<file path="src/rtl/oled_i2c_sequencer_if.sv">
// Signal bundle between the OLED sequencer, the I2C byte master and the pixel client.
// The master modport is the sequencer's view; slave is the environment's view.
interface oled_i2c_sequencer_if;
  logic [7:0] i2c_data;
  logic       i2c_start;
  logic       i2c_last;
  logic       i2c_busy;
  logic       i2c_done;
  logic       pix_req;
  logic [2:0] pix_page;
  logic [6:0] pix_col;
  logic [7:0] pix_data;
  logic       pix_ack;

  modport master (
    output i2c_data, i2c_start, i2c_last, pix_ack,
    input  i2c_busy, i2c_done, pix_req, pix_page, pix_col, pix_data
  );

  modport slave (
    input  i2c_data, i2c_start, i2c_last, pix_ack,
    output i2c_busy, i2c_done, pix_req, pix_page, pix_col, pix_data
  );
endinterface

</file>
<file path="src/rtl/oled_i2c_sequencer.sv">
// Drives an I2C byte master: SSD1306 init stream after power-up, then
// single-byte page/column pixel writes framed as a command plus a data transaction.
module oled_i2c_sequencer #(
  parameter logic [6:0]  I2C_ADDR    = 7'h3C,
  parameter int unsigned PWRUP_CYC   = 1_000_000,
  parameter int unsigned TIMEOUT_CYC = 200_000
) (
  input  logic                 clk,
  input  logic                 rst_n,
  oled_i2c_sequencer_if.master bus,
  output logic                 ready,
  output logic                 err
);

  localparam int PW_W = (PWRUP_CYC > 1) ? $clog2(PWRUP_CYC) : 1;
  localparam int TM_W = (TIMEOUT_CYC > 1) ? $clog2(TIMEOUT_CYC) : 1;
  localparam logic [PW_W-1:0] PWR_LAST  = PW_W'(PWRUP_CYC - 1);
  localparam logic [TM_W-1:0] TMO_LAST  = TM_W'(TIMEOUT_CYC - 1);
  localparam logic [7:0]      ADDR_BYTE = {I2C_ADDR, 1'b0};
  localparam logic [4:0]      INIT_LAST = 5'd26;
  localparam logic [4:0]      CMD_LAST  = 5'd4;
  localparam logic [4:0]      DATA_LAST = 5'd2;

  typedef enum logic [2:0] {
    S_PWR_WAIT,
    S_INIT,
    S_IDLE,
    S_PIX_CMD,
    S_PIX_DATA
  } top_state_t;

  typedef enum logic [1:0] {
    B_LOAD,
    B_ISSUE,
    B_WAIT_DONE
  } byte_state_t;

  top_state_t      top_q, top_d;
  byte_state_t     byte_q, byte_d;
  logic [4:0]      idx_q, idx_d;
  logic [PW_W-1:0] pwr_cnt_q, pwr_cnt_d;
  logic [TM_W-1:0] tmo_cnt_q, tmo_cnt_d;
  logic [2:0]      page_q, page_d;
  logic [6:0]      col_q, col_d;
  logic [7:0]      pdata_q, pdata_d;
  logic [7:0]      data_q, data_d;
  logic            start_q, start_d;
  logic            last_q, last_d;
  logic            ack_q, ack_d;
  logic            ready_q, ready_d;
  logic            err_q, err_d;

  logic [7:0]      cur_byte;
  logic            cur_last;
  logic            in_xfer;
  logic            byte_done;
  logic            byte_tmo;

  function automatic logic [7:0] init_rom(input logic [4:0] i);
    logic [7:0] b;
    case (i)
      5'd0:    b = 8'hAE;
      5'd1:    b = 8'hD5;
      5'd2:    b = 8'h80;
      5'd3:    b = 8'hA8;
      5'd4:    b = 8'h3F;
      5'd5:    b = 8'hD3;
      5'd6:    b = 8'h00;
      5'd7:    b = 8'h40;
      5'd8:    b = 8'h8D;
      5'd9:    b = 8'h14;
      5'd10:   b = 8'h20;
      5'd11:   b = 8'h02;
      5'd12:   b = 8'hA1;
      5'd13:   b = 8'hC8;
      5'd14:   b = 8'hDA;
      5'd15:   b = 8'h12;
      5'd16:   b = 8'h81;
      5'd17:   b = 8'hCF;
      5'd18:   b = 8'hD9;
      5'd19:   b = 8'hF1;
      5'd20:   b = 8'hDB;
      5'd21:   b = 8'h40;
      5'd22:   b = 8'hA4;
      5'd23:   b = 8'hA6;
      5'd24:   b = 8'hAF;
      default: b = 8'h00;
    endcase
    return b;
  endfunction

  // Byte at position idx_q of the transaction the top FSM is currently in.
  always_comb begin
    cur_byte = 8'h00;
    cur_last = 1'b0;
    case (top_q)
      S_INIT: begin
        if (idx_q == 5'd0) begin
          cur_byte = ADDR_BYTE;
        end else if (idx_q == 5'd1) begin
          cur_byte = 8'h00;
        end else begin
          cur_byte = init_rom(idx_q - 5'd2);
        end
        cur_last = (idx_q == INIT_LAST);
      end
      S_PIX_CMD: begin
        case (idx_q)
          5'd0:    cur_byte = ADDR_BYTE;
          5'd1:    cur_byte = 8'h00;
          5'd2:    cur_byte = {5'b10110, page_q};
          5'd3:    cur_byte = {4'h0, col_q[3:0]};
          default: cur_byte = {5'b00010, col_q[6:4]};
        endcase
        cur_last = (idx_q == CMD_LAST);
      end
      S_PIX_DATA: begin
        case (idx_q)
          5'd0:    cur_byte = ADDR_BYTE;
          5'd1:    cur_byte = 8'h40;
          default: cur_byte = pdata_q;
        endcase
        cur_last = (idx_q == DATA_LAST);
      end
      default: ;
    endcase
  end

  assign in_xfer = (top_q == S_INIT) || (top_q == S_PIX_CMD) || (top_q == S_PIX_DATA);

  always_comb begin
    top_d     = top_q;
    byte_d    = byte_q;
    idx_d     = idx_q;
    pwr_cnt_d = pwr_cnt_q;
    tmo_cnt_d = tmo_cnt_q;
    page_d    = page_q;
    col_d     = col_q;
    pdata_d   = pdata_q;
    data_d    = data_q;
    start_d   = start_q;
    last_d    = last_q;
    ack_d     = 1'b0;
    ready_d   = ready_q;
    err_d     = err_q;
    byte_done = 1'b0;
    byte_tmo  = 1'b0;

    // Byte engine: data/last are loaded once and held until the byte completes.
    case (byte_q)
      B_LOAD: begin
        if (in_xfer) begin
          data_d    = cur_byte;
          last_d    = cur_last;
          start_d   = 1'b1;
          tmo_cnt_d = '0;
          byte_d    = B_ISSUE;
        end
      end
      B_ISSUE, B_WAIT_DONE: begin
        if ((byte_q == B_WAIT_DONE) && bus.i2c_done) begin
          byte_done = 1'b1;
        end else if (tmo_cnt_q == TMO_LAST) begin
          byte_tmo = 1'b1;
        end else begin
          tmo_cnt_d = tmo_cnt_q + TM_W'(1);
          if ((byte_q == B_ISSUE) && bus.i2c_busy) begin
            start_d = 1'b0;
            byte_d  = B_WAIT_DONE;
          end
        end
        if (byte_done || byte_tmo) begin
          byte_d = B_LOAD;
        end
        if (byte_tmo) begin
          err_d   = 1'b1;
          start_d = 1'b0;
        end
      end
      default: byte_d = B_LOAD;
    endcase

    case (top_q)
      S_PWR_WAIT: begin
        if (pwr_cnt_q == PWR_LAST) begin
          pwr_cnt_d = '0;
          idx_d     = 5'd0;
          top_d     = S_INIT;
        end else begin
          pwr_cnt_d = pwr_cnt_q + PW_W'(1);
        end
      end
      S_INIT: begin
        if (byte_tmo) begin
          idx_d = 5'd0;
        end else if (byte_done) begin
          if (last_q) begin
            idx_d   = 5'd0;
            ready_d = 1'b1;
            top_d   = S_IDLE;
          end else begin
            idx_d = idx_q + 5'd1;
          end
        end
      end
      S_IDLE: begin
        if (bus.pix_req) begin
          page_d  = bus.pix_page;
          col_d   = bus.pix_col;
          pdata_d = bus.pix_data;
          ready_d = 1'b0;
          idx_d   = 5'd0;
          top_d   = S_PIX_CMD;
        end
      end
      S_PIX_CMD: begin
        if (byte_tmo) begin
          idx_d   = 5'd0;
          ready_d = 1'b1;
          top_d   = S_IDLE;
        end else if (byte_done) begin
          if (last_q) begin
            idx_d = 5'd0;
            top_d = S_PIX_DATA;
          end else begin
            idx_d = idx_q + 5'd1;
          end
        end
      end
      S_PIX_DATA: begin
        if (byte_tmo) begin
          idx_d   = 5'd0;
          ready_d = 1'b1;
          top_d   = S_IDLE;
        end else if (byte_done) begin
          if (last_q) begin
            idx_d   = 5'd0;
            ack_d   = 1'b1;
            ready_d = 1'b1;
            top_d   = S_IDLE;
          end else begin
            idx_d = idx_q + 5'd1;
          end
        end
      end
      default: top_d = S_PWR_WAIT;
    endcase
  end

  always_ff @(posedge clk or negedge rst_n) begin
    if (!rst_n) begin
      top_q     <= S_PWR_WAIT;
      byte_q    <= B_LOAD;
      idx_q     <= 5'd0;
      pwr_cnt_q <= '0;
      tmo_cnt_q <= '0;
      page_q    <= 3'd0;
      col_q     <= 7'd0;
      pdata_q   <= 8'h00;
      data_q    <= 8'h00;
      start_q   <= 1'b0;
      last_q    <= 1'b0;
      ack_q     <= 1'b0;
      ready_q   <= 1'b0;
      err_q     <= 1'b0;
    end else begin
      top_q     <= top_d;
      byte_q    <= byte_d;
      idx_q     <= idx_d;
      pwr_cnt_q <= pwr_cnt_d;
      tmo_cnt_q <= tmo_cnt_d;
      page_q    <= page_d;
      col_q     <= col_d;
      pdata_q   <= pdata_d;
      data_q    <= data_d;
      start_q   <= start_d;
      last_q    <= last_d;
      ack_q     <= ack_d;
      ready_q   <= ready_d;
      err_q     <= err_d;
    end
  end

  assign bus.i2c_data  = data_q;
  assign bus.i2c_start = start_q;
  assign bus.i2c_last  = last_q;
  assign bus.pix_ack   = ack_q;
  assign ready         = ready_q;
  assign err           = err_q;

endmodule

</file>
<file path="src/flat_wrapper.sv">
// flat-port wrapper written by rule: the top's interface ports become plain ports
module oled_i2c_sequencer_flat 
#(
  parameter logic [6:0]  I2C_ADDR    = 7'h3C,
  parameter int unsigned PWRUP_CYC   = 1_000_000,
  parameter int unsigned TIMEOUT_CYC = 200_000
)
  (clk, rst_n, ready, err, bus_i2c_data, bus_i2c_start, bus_i2c_last, bus_pix_ack, bus_i2c_busy, bus_i2c_done, bus_pix_req, bus_pix_page, bus_pix_col, bus_pix_data);
  oled_i2c_sequencer_if bus_i ();
  input  logic clk;
  input  logic rst_n;
  output logic ready;
  output logic err;
  output wire logic [$bits(bus_i.i2c_data)-1:0] bus_i2c_data;
  output wire logic [$bits(bus_i.i2c_start)-1:0] bus_i2c_start;
  output wire logic [$bits(bus_i.i2c_last)-1:0] bus_i2c_last;
  output wire logic [$bits(bus_i.pix_ack)-1:0] bus_pix_ack;
  input wire logic [$bits(bus_i.i2c_busy)-1:0] bus_i2c_busy;
  input wire logic [$bits(bus_i.i2c_done)-1:0] bus_i2c_done;
  input wire logic [$bits(bus_i.pix_req)-1:0] bus_pix_req;
  input wire logic [$bits(bus_i.pix_page)-1:0] bus_pix_page;
  input wire logic [$bits(bus_i.pix_col)-1:0] bus_pix_col;
  input wire logic [$bits(bus_i.pix_data)-1:0] bus_pix_data;
  assign bus_i2c_data = bus_i.i2c_data;
  assign bus_i2c_start = bus_i.i2c_start;
  assign bus_i2c_last = bus_i.i2c_last;
  assign bus_pix_ack = bus_i.pix_ack;
  assign bus_i.i2c_busy = bus_i2c_busy;
  assign bus_i.i2c_done = bus_i2c_done;
  assign bus_i.pix_req = bus_pix_req;
  assign bus_i.pix_page = bus_pix_page;
  assign bus_i.pix_col = bus_pix_col;
  assign bus_i.pix_data = bus_pix_data;
  oled_i2c_sequencer #(.I2C_ADDR(I2C_ADDR), .PWRUP_CYC(PWRUP_CYC), .TIMEOUT_CYC(TIMEOUT_CYC)) u_core (.clk(clk), .rst_n(rst_n), .bus(bus_i), .ready(ready), .err(err));
endmodule
</file>
<file path="config.mk">
export PLATFORM = sky130hd
export DESIGN_NAME = oled_i2c_sequencer_flat
export DESIGN_NICKNAME = d
export VERILOG_FILES = /design/src/rtl/oled_i2c_sequencer_if.sv /design/src/rtl/oled_i2c_sequencer.sv /design/src/flat_wrapper.sv
export SDC_FILE = /design/constraint.sdc
export NUM_CORES = 1
export LEC_CHECK = 0
export CAP_MARGIN = 20
export CORE_MARGIN = 4
export CORE_UTILIZATION = 30
export DETAILED_ROUTE_END_ITERATION = 16
export PLACE_DENSITY_LB_ADDON = 0.05
export SLEW_MARGIN = 20
export SYNTH_ARGS = -nofsm -noshare
export SYNTH_HDL_FRONTEND = slang
export SYNTH_SLANG_ARGS = --single-unit
</file>
<file path="constraint.sdc">
create_clock -name clk -period 4.3 [get_ports clk]
set_clock_uncertainty 0.1 [all_clocks]
set_input_delay 0.43 -clock clk [delete_from_list [all_inputs] [get_ports clk]]
set_output_delay 0.43 -clock clk [all_outputs]
set_load 0.005 [all_outputs]
</file>
==> flow_summary.ini, run 1 <==
[run_status]
outcome = complete, but fails checks
violations = hold timing

[pwr]
pwr-share-comb_pct = 46.4
power.switching_w = 0.001506
p_int_w = 0.002237
p_sw_share_pct = 40.23
power_density_nw_per_um2 = 647.1
p_leak_nw = 2.324
ir_drop_v = 0.0002463
clkPwrFrac_pct = 23.9
pwr-share-seq_pct = 29.7
p_total_w = 0.003743

[placement]
gp_congestion = 0.8215
place_ws_ns = 1.312
hpwlAfterDp_um = 9797
dpl_cell_area_um2 = 5440
portBuffers = 35

[routing]
wl_per_cell_um = 17.49
drt_iter0_drc = 249
via_per_inst = 5.337
drt-total-wl_um = 13640
firstDrtPassIters = 5
drtAntennaViolNets = 0
vias = 4163
drc = 0

[logic_synthesis]
yosysWarnings = 0
yosysSeqAreaShare_pct = 40.68
syn_area_per_cell_um2 = 9.135
synth_cell_type_count = 69
synth_compound_area_share_pct = 20.55
yosysTopAreaCell = dfrtp_1
synthSimpleGateAreaFrac_pct = 21.81
yosysTopAreaCellShare_pct = 40.68
synth_cells = 532
synth_commonest_cells = 79 x dfrtp_1, 49 x nand2_1, 38 x nor2_1
synth_nets = 569
ys_seq_elements = 79
ys.flop_type = dfrtp_1
yosys.area_share.adder_pct = 3.605
synth-edff-count = 0
synth_xor_area_share_pct = 4.248
yosysMostFrequentCell = dfrtp_1
syn_area_um2 = 4860
synth_top_family_by_area = simple AND/OR/NAND/NOR gates
async_flop_share_pct = 100.0
synthMuxAreaShare_pct = 5.458
synth.area.top_cells = dfrtp_1 41%, mux2_2 4.6%, nand2_1 3.8%

[floorplanning]
initial_core_util_pct = 30.59
fp.dieW_um = 135.3
fp.dieArea_um2 = 18300
ios = 36
rows = 46
coreArea_um2 = 15890
dieHeight_um = 135.3

[global_route]
grt.overflow.total = 0
grt_max_degree = 47
grt_first_pass_wirelength_um = 22420
track_usage_pct = 15.49
grt_pass1_vias = 4092
antenna_found_initial = 0

[worst_setup_path]
path_delay_family = XOR/XNOR gates
reg2reg_to = u_core.bus.i2c_data[1]
required_ns = 4.42
arrival_ns = 3.04
cp_cell_sequence = inv_1, ha_1, xnor2_1, xnor2_1, nor2_1, o311ai_0, a21oi_1
crit_path_top_delay_cell = xnor2_1
path_common_cell = xnor2_1
critPathLaunchType = flop
slowest_delay_ns = 0.77
r2r_cells = 7
worstSetupEndpointType = flop
worst-r2r-setup-slack_ns = 1.37
worst-path-buf-inv = 1
worstPathMaxFanout = 16
criticalPathCategory = reg2reg
worstReg2RegStart = u_core.idx_q[1]

[sta]
holdWs_ns = -0.01187
hold_violations = 6
fin_setup_tns_ns = 0
maxSlewHeadroom_pct = 32.88
worstMarginPinSlew_ns = 0.9992
min_period_ns = 2.927
fmax_mhz = 341.7
fin_crit_sh_pct = 68.06
rsz0062_at_grt = false
slew_viol_final = 0
worst_slack_ns = 1.373
setup_viol = 0

[final_layout]
fin_nets = 596
regArea_um2 = 1977
n_antenna_cell = 0
nFillCells = 1657
area_growth_syn_to_layout_pct = 19.03
drive_above_1_share_pct = 10.82
multi_input_area_um2 = 2714
design_area_um2 = 5784

[cts]
htree_levels = 3
post_cts_resized = 0
cts.clk_slew.worst_paths_ns = 0.06
post-cts-setup-buffers = 0
max-clock-path-buffers = 2
ctsHoldBuffers = 0
cts_buffers = 9
cts_tree = done
cts-root-buf = clkbuf_16
clock_latency_ns = 0.35
clock_sinks = 79

[run]
drv_cap = 0

[min_path]
worst_hold_path_type = in2async
worst reg2reg max path, cell delays in order (launching register included):
cell      delay, ns
dfrtp_1        0.65
inv_1          0.23
ha_1           0.34
xnor2_1        0.77
xnor2_1        0.20
nor2_1         0.05
o311ai_0       0.35
a21oi_1        0.11
sequential cells by signal (all words and copies together), names as in the netlist:
signal	flops
u_core.pwr_cnt_q	20
u_core.byte_q	2
u_core.col_q	7
u_core.bus.i2c_last	1
u_core.page_q	3
u_core.bus.pix_ack	1
u_core.err	1
u_core.tmo_cnt_q	18
u_core.ready	1
u_core.bus.i2c_start	1
u_core.top_q	3
u_core.pdata_q	8
u_core.bus.i2c_data	8
u_core.idx_q	5
how the worst max path moves through the flow:
stage | end | cells past startpoint | startpoint | slack [ns]
5_1_grt | u_core.bus.i2c_data[3] | 7 | u_core.idx_q[1] | 1.12
3_5_place_dp | u_core.tmo_cnt_q[13] | 7 | u_core.byte_q[0] | 1.31
4_1_cts | u_core.tmo_cnt_q[13] | 7 | u_core.byte_q[0] | 1.28
2_1_floorplan | u_core.bus.i2c_data[5] | 9 | u_core.idx_q[1] | 1.76
6_report | u_core.bus.i2c_data[1] | 7 | u_core.idx_q[1] | 1.37
3_3_place_gp | u_core.tmo_cnt_q[11] | 5 | u_core.top_q[0] | 1.43
metal layers:
| metal | global-route usage, % | vias up | wire, µm |
|---|---|---|---|
| li1 | - | 2034 | - |
| met1 | 20.72 | 2030 | 6249 |
| met2 | 25.30 | 80 | 6612 |
| met3 | 3.083 | 19 | 528 |
| met4 | 4.871 | 0 | 252 |
| met5 | 0 | - | 0 |
logic make-up after synthesis:
kind of cell,Yosys count
xor+xnor,22
compound gates,147
mux,24
fa+ha+maj,14
buf+inv,45
simple gates,201
flops,79
per-stage QoR:
step           util, %  cells
3_5_place_dp     34.25    764
2_1_floorplan        -    532
4_1_cts          36.39    780
6_report         36.41    780
3_3_place_gp     34.25    764
5_1_grt          36.41    780
cell usage in the layout, fill, tap and decap left out, drive strengths merged, types with 7 or more instances in the layout:
cell,synthesis,routed
a21oi,31,31
o21a,7,7
or4,12,12
nand3,17,17
or3,9,9
buf,3,11
o211ai,10,10
xnor2,11,11
mux2,20,20
nor3,17,17
nand2,49,49
nand4,8,8
and3,9,9
clkdlybuf4s50,0,34
a31oi,8,8
inv,16,16
nor2,38,38
ha,14,14
nand2b,9,9
o21ai,29,29
clkbuf,26,13
o31ai,12,12
xor2,10,10
dfrtp,79,79
cell type report:
cell class | count | share of cell area, %
clock buffers | 13 | 4.326
multi-input cells | 408 | 46.92
well taps | 216 | 4.672
flip-flops and latches | 79 | 34.18
clock inverters | 3 | 1.557
inverters | 16 | 1.038
repair buffers | 45 | 7.311
power by group through the flow:
stage / clock, W / combinational, W / sequential (W)
after detailed placement: 0 / 0.00173 / 0.00113
after CTS: 0.000918 / 0.00174 / 0.00112
final: 0.000894 / 0.00174 / 0.00111
after floorplan: 0 / 0.00127 / 0.00104
after global placement: 0 / 0.00174 / 0.00112
after global routing: 0.000953 / 0.00192 / 0.00114
(Power assumes the default switching activity.)
==> run 2: changes to the inputs <==
Clock period 4.3 ns to 2.8 ns, I/O delays scaled along.
==> flow_summary.ini, run 2 (same netlist as run 1, synthesis figures left out) <==
[run_status]
outcome = finished, final reports clean

[floorplanning]
fp.dieW_um = 135.3
initial_core_util_pct = 30.59
fp.dieArea_um2 = 18300
ios = 36
rows = 46
coreArea_um2 = 15890
dieHeight_um = 135.3

[pwr]
clkPwrFrac_pct = 23.3
pwr-share-comb_pct = 49.4
ir_drop_v = 0.0004378
power_density_nw_per_um2 = 995.1
pwr-share-seq_pct = 27.3
p_leak_nw = 2.442
p_int_w = 0.003588
p_sw_share_pct = 39.65
power.switching_w = 0.002357

[global_route]
track_usage_pct = 15.88
antenna_found_initial = 0
grt.overflow.total = 0
grt_pass1_vias = 4354
grt_max_degree = 80
grt_first_pass_wirelength_um = 23120

[sta]
fin_crit_sh_pct = 95.74
fin_setup_tns_ns = 0
slew_viol_final = 0
maxSlewHeadroom_pct = 49.93
rsz0062_at_grt = false
fmax_mhz = 373.0
hold_violations = 0
worstMarginPinSlew_ns = 0.7510
min_period_ns = 2.681
setup_viol = 0

[final_layout]
drive_above_1_share_pct = 14.46
final_cell_mix = 79 x dfrtp_1, 49 x nand2_1, 38 x nor2_1
regArea_um2 = 1977
final_common_cell = dfrtp_1
top_register = u_core.pwr_cnt_q
multi_input_area_um2 = 2710
finish.utilization_pct = 37.61
area_growth_syn_to_layout_pct = 22.94
nFillCells = 1662
fin_nets = 620
largest_reg_flops = 20
reg_top3 = u_core.pwr_cnt_q (20), u_core.tmo_cnt_q (18)
design_area_um2 = 5974
n_antenna_cell = 0
stdcell_count = 804

[placement]
gp_congestion = 0.8501
dp_cells = 787
dpl_cell_area_um2 = 5613
portBuffers = 35
hpwlAfterDp_um = 10000

[routing]
wl_per_cell_um = 17.24
drt_iter0_drc = 201
via_per_inst = 5.285
firstDrtPassIters = 4
drc = 0
drtAntennaViolNets = 0
vias = 4249
drt-total-wl_um = 13860

[worst_setup_path]
worstSetupEndpointType = flop
arrival_ns = 2.84
r2r_cells = 5
criticalPathCategory = reg2reg
required_ns = 2.96
worstPathMaxFanout = 10
critPathLaunchType = flop
worst-r2r-setup-slack_ns = 0.12

[cts]
clock_sinks = 79
post_cts_resized = 0
post-cts-setup-buffers = 0
htree_levels = 3
cts_buffers = 9
clock_latency_ns = 0.34
cts-root-buf = clkbuf_16
cts_tree = done
max-clock-path-buffers = 2
cts.clk_slew.worst_paths_ns = 0.06

[run]
drv_cap = 0

[min_path]
holdPathStages = 1
worst_hold_path_type = reg2reg
-- run 2: cell count changes in the layout (fill, tap and decap cells not counted), sizes merged --
cell         before  now
buf              11   34
clkinvlp          0    2
dlygate4sd3       0    1
clkbuf           13   11
-- run 2: final timing paths --
| path | startpoint | end |
|---|---|---|
| worst max register to register | u_core.pwr_cnt_q[10] | u_core.idx_q[4] |
| worst max-delay path | u_core.pwr_cnt_q[10] | u_core.idx_q[4] |
| worst min-delay path | u_core.err | u_core.err |
| min in group asynchronous | rst_n | u_core.pwr_cnt_q[2] |
| max in group asynchronous | rst_n | u_core.byte_q[0] |
| worst min register to register | u_core.err | u_core.err |
-- run 2: layer usage --
metal | GRT usage (%) | up-vias | part of all wire [%]
met5 | 0 | - | 0
met3 | 3.603 | 19 | 3.3
met2 | 26.24 | 68 | 48
met4 | 5.039 | 0 | 2.0
li1 | - | 2080 | -
met1 | 20.68 | 2082 | 46
-- run 2: cell type report --
type                    instances  share of cell area [%]
multi-input cells             408                   45.36
well taps                     216                   4.524
inverters                      16                   1.005
clock inverters                 5                   1.759
repair buffers                 69                   10.20
flip-flops and latches         79                   33.09
clock buffers                  11                   4.063
-- run 2: critical path: stages, from the launching register on --
cell and delay, ns:
dfrtp_1 0.41, or4b_1 0.51, or4_1 0.48, o31a_1 0.42, or4_1 0.53, a21oi_1 0.16
-- run 2: power by group through the flow --
stage | combinational [W] | clock, W | sequential [W]
floorplan | 0.00194 | 0 | 0.00159
global placement | 0.00293 | 0 | 0.00164
detailed placement | 0.00295 | 0 | 0.00165
CTS | 0.00296 | 0.00143 | 0.00163
global route | 0.00327 | 0.00147 | 0.00167
finish | 0.00294 | 0.00139 | 0.00162
-- run 2: metrics by stage --
stage	setup WS (ns)	hold WS, ns	power [W]
global route	0.004139	0.4048	0.006411
CTS	0.1095	0.08448	0.006010
detailed placement	0.1465	0.3701	0.004592
global placement	0.1663	0.3617	0.004569
finish	0.1194	0.3790	0.005945
floorplan	0.2649	-0.1156	0.003537
-- run 2: repair_timing --
action	4_1_cts	5_1_grt
hold buffers	0	1
endpoints found under the hold margin	0	79
endpoints found under the setup margin	0	3
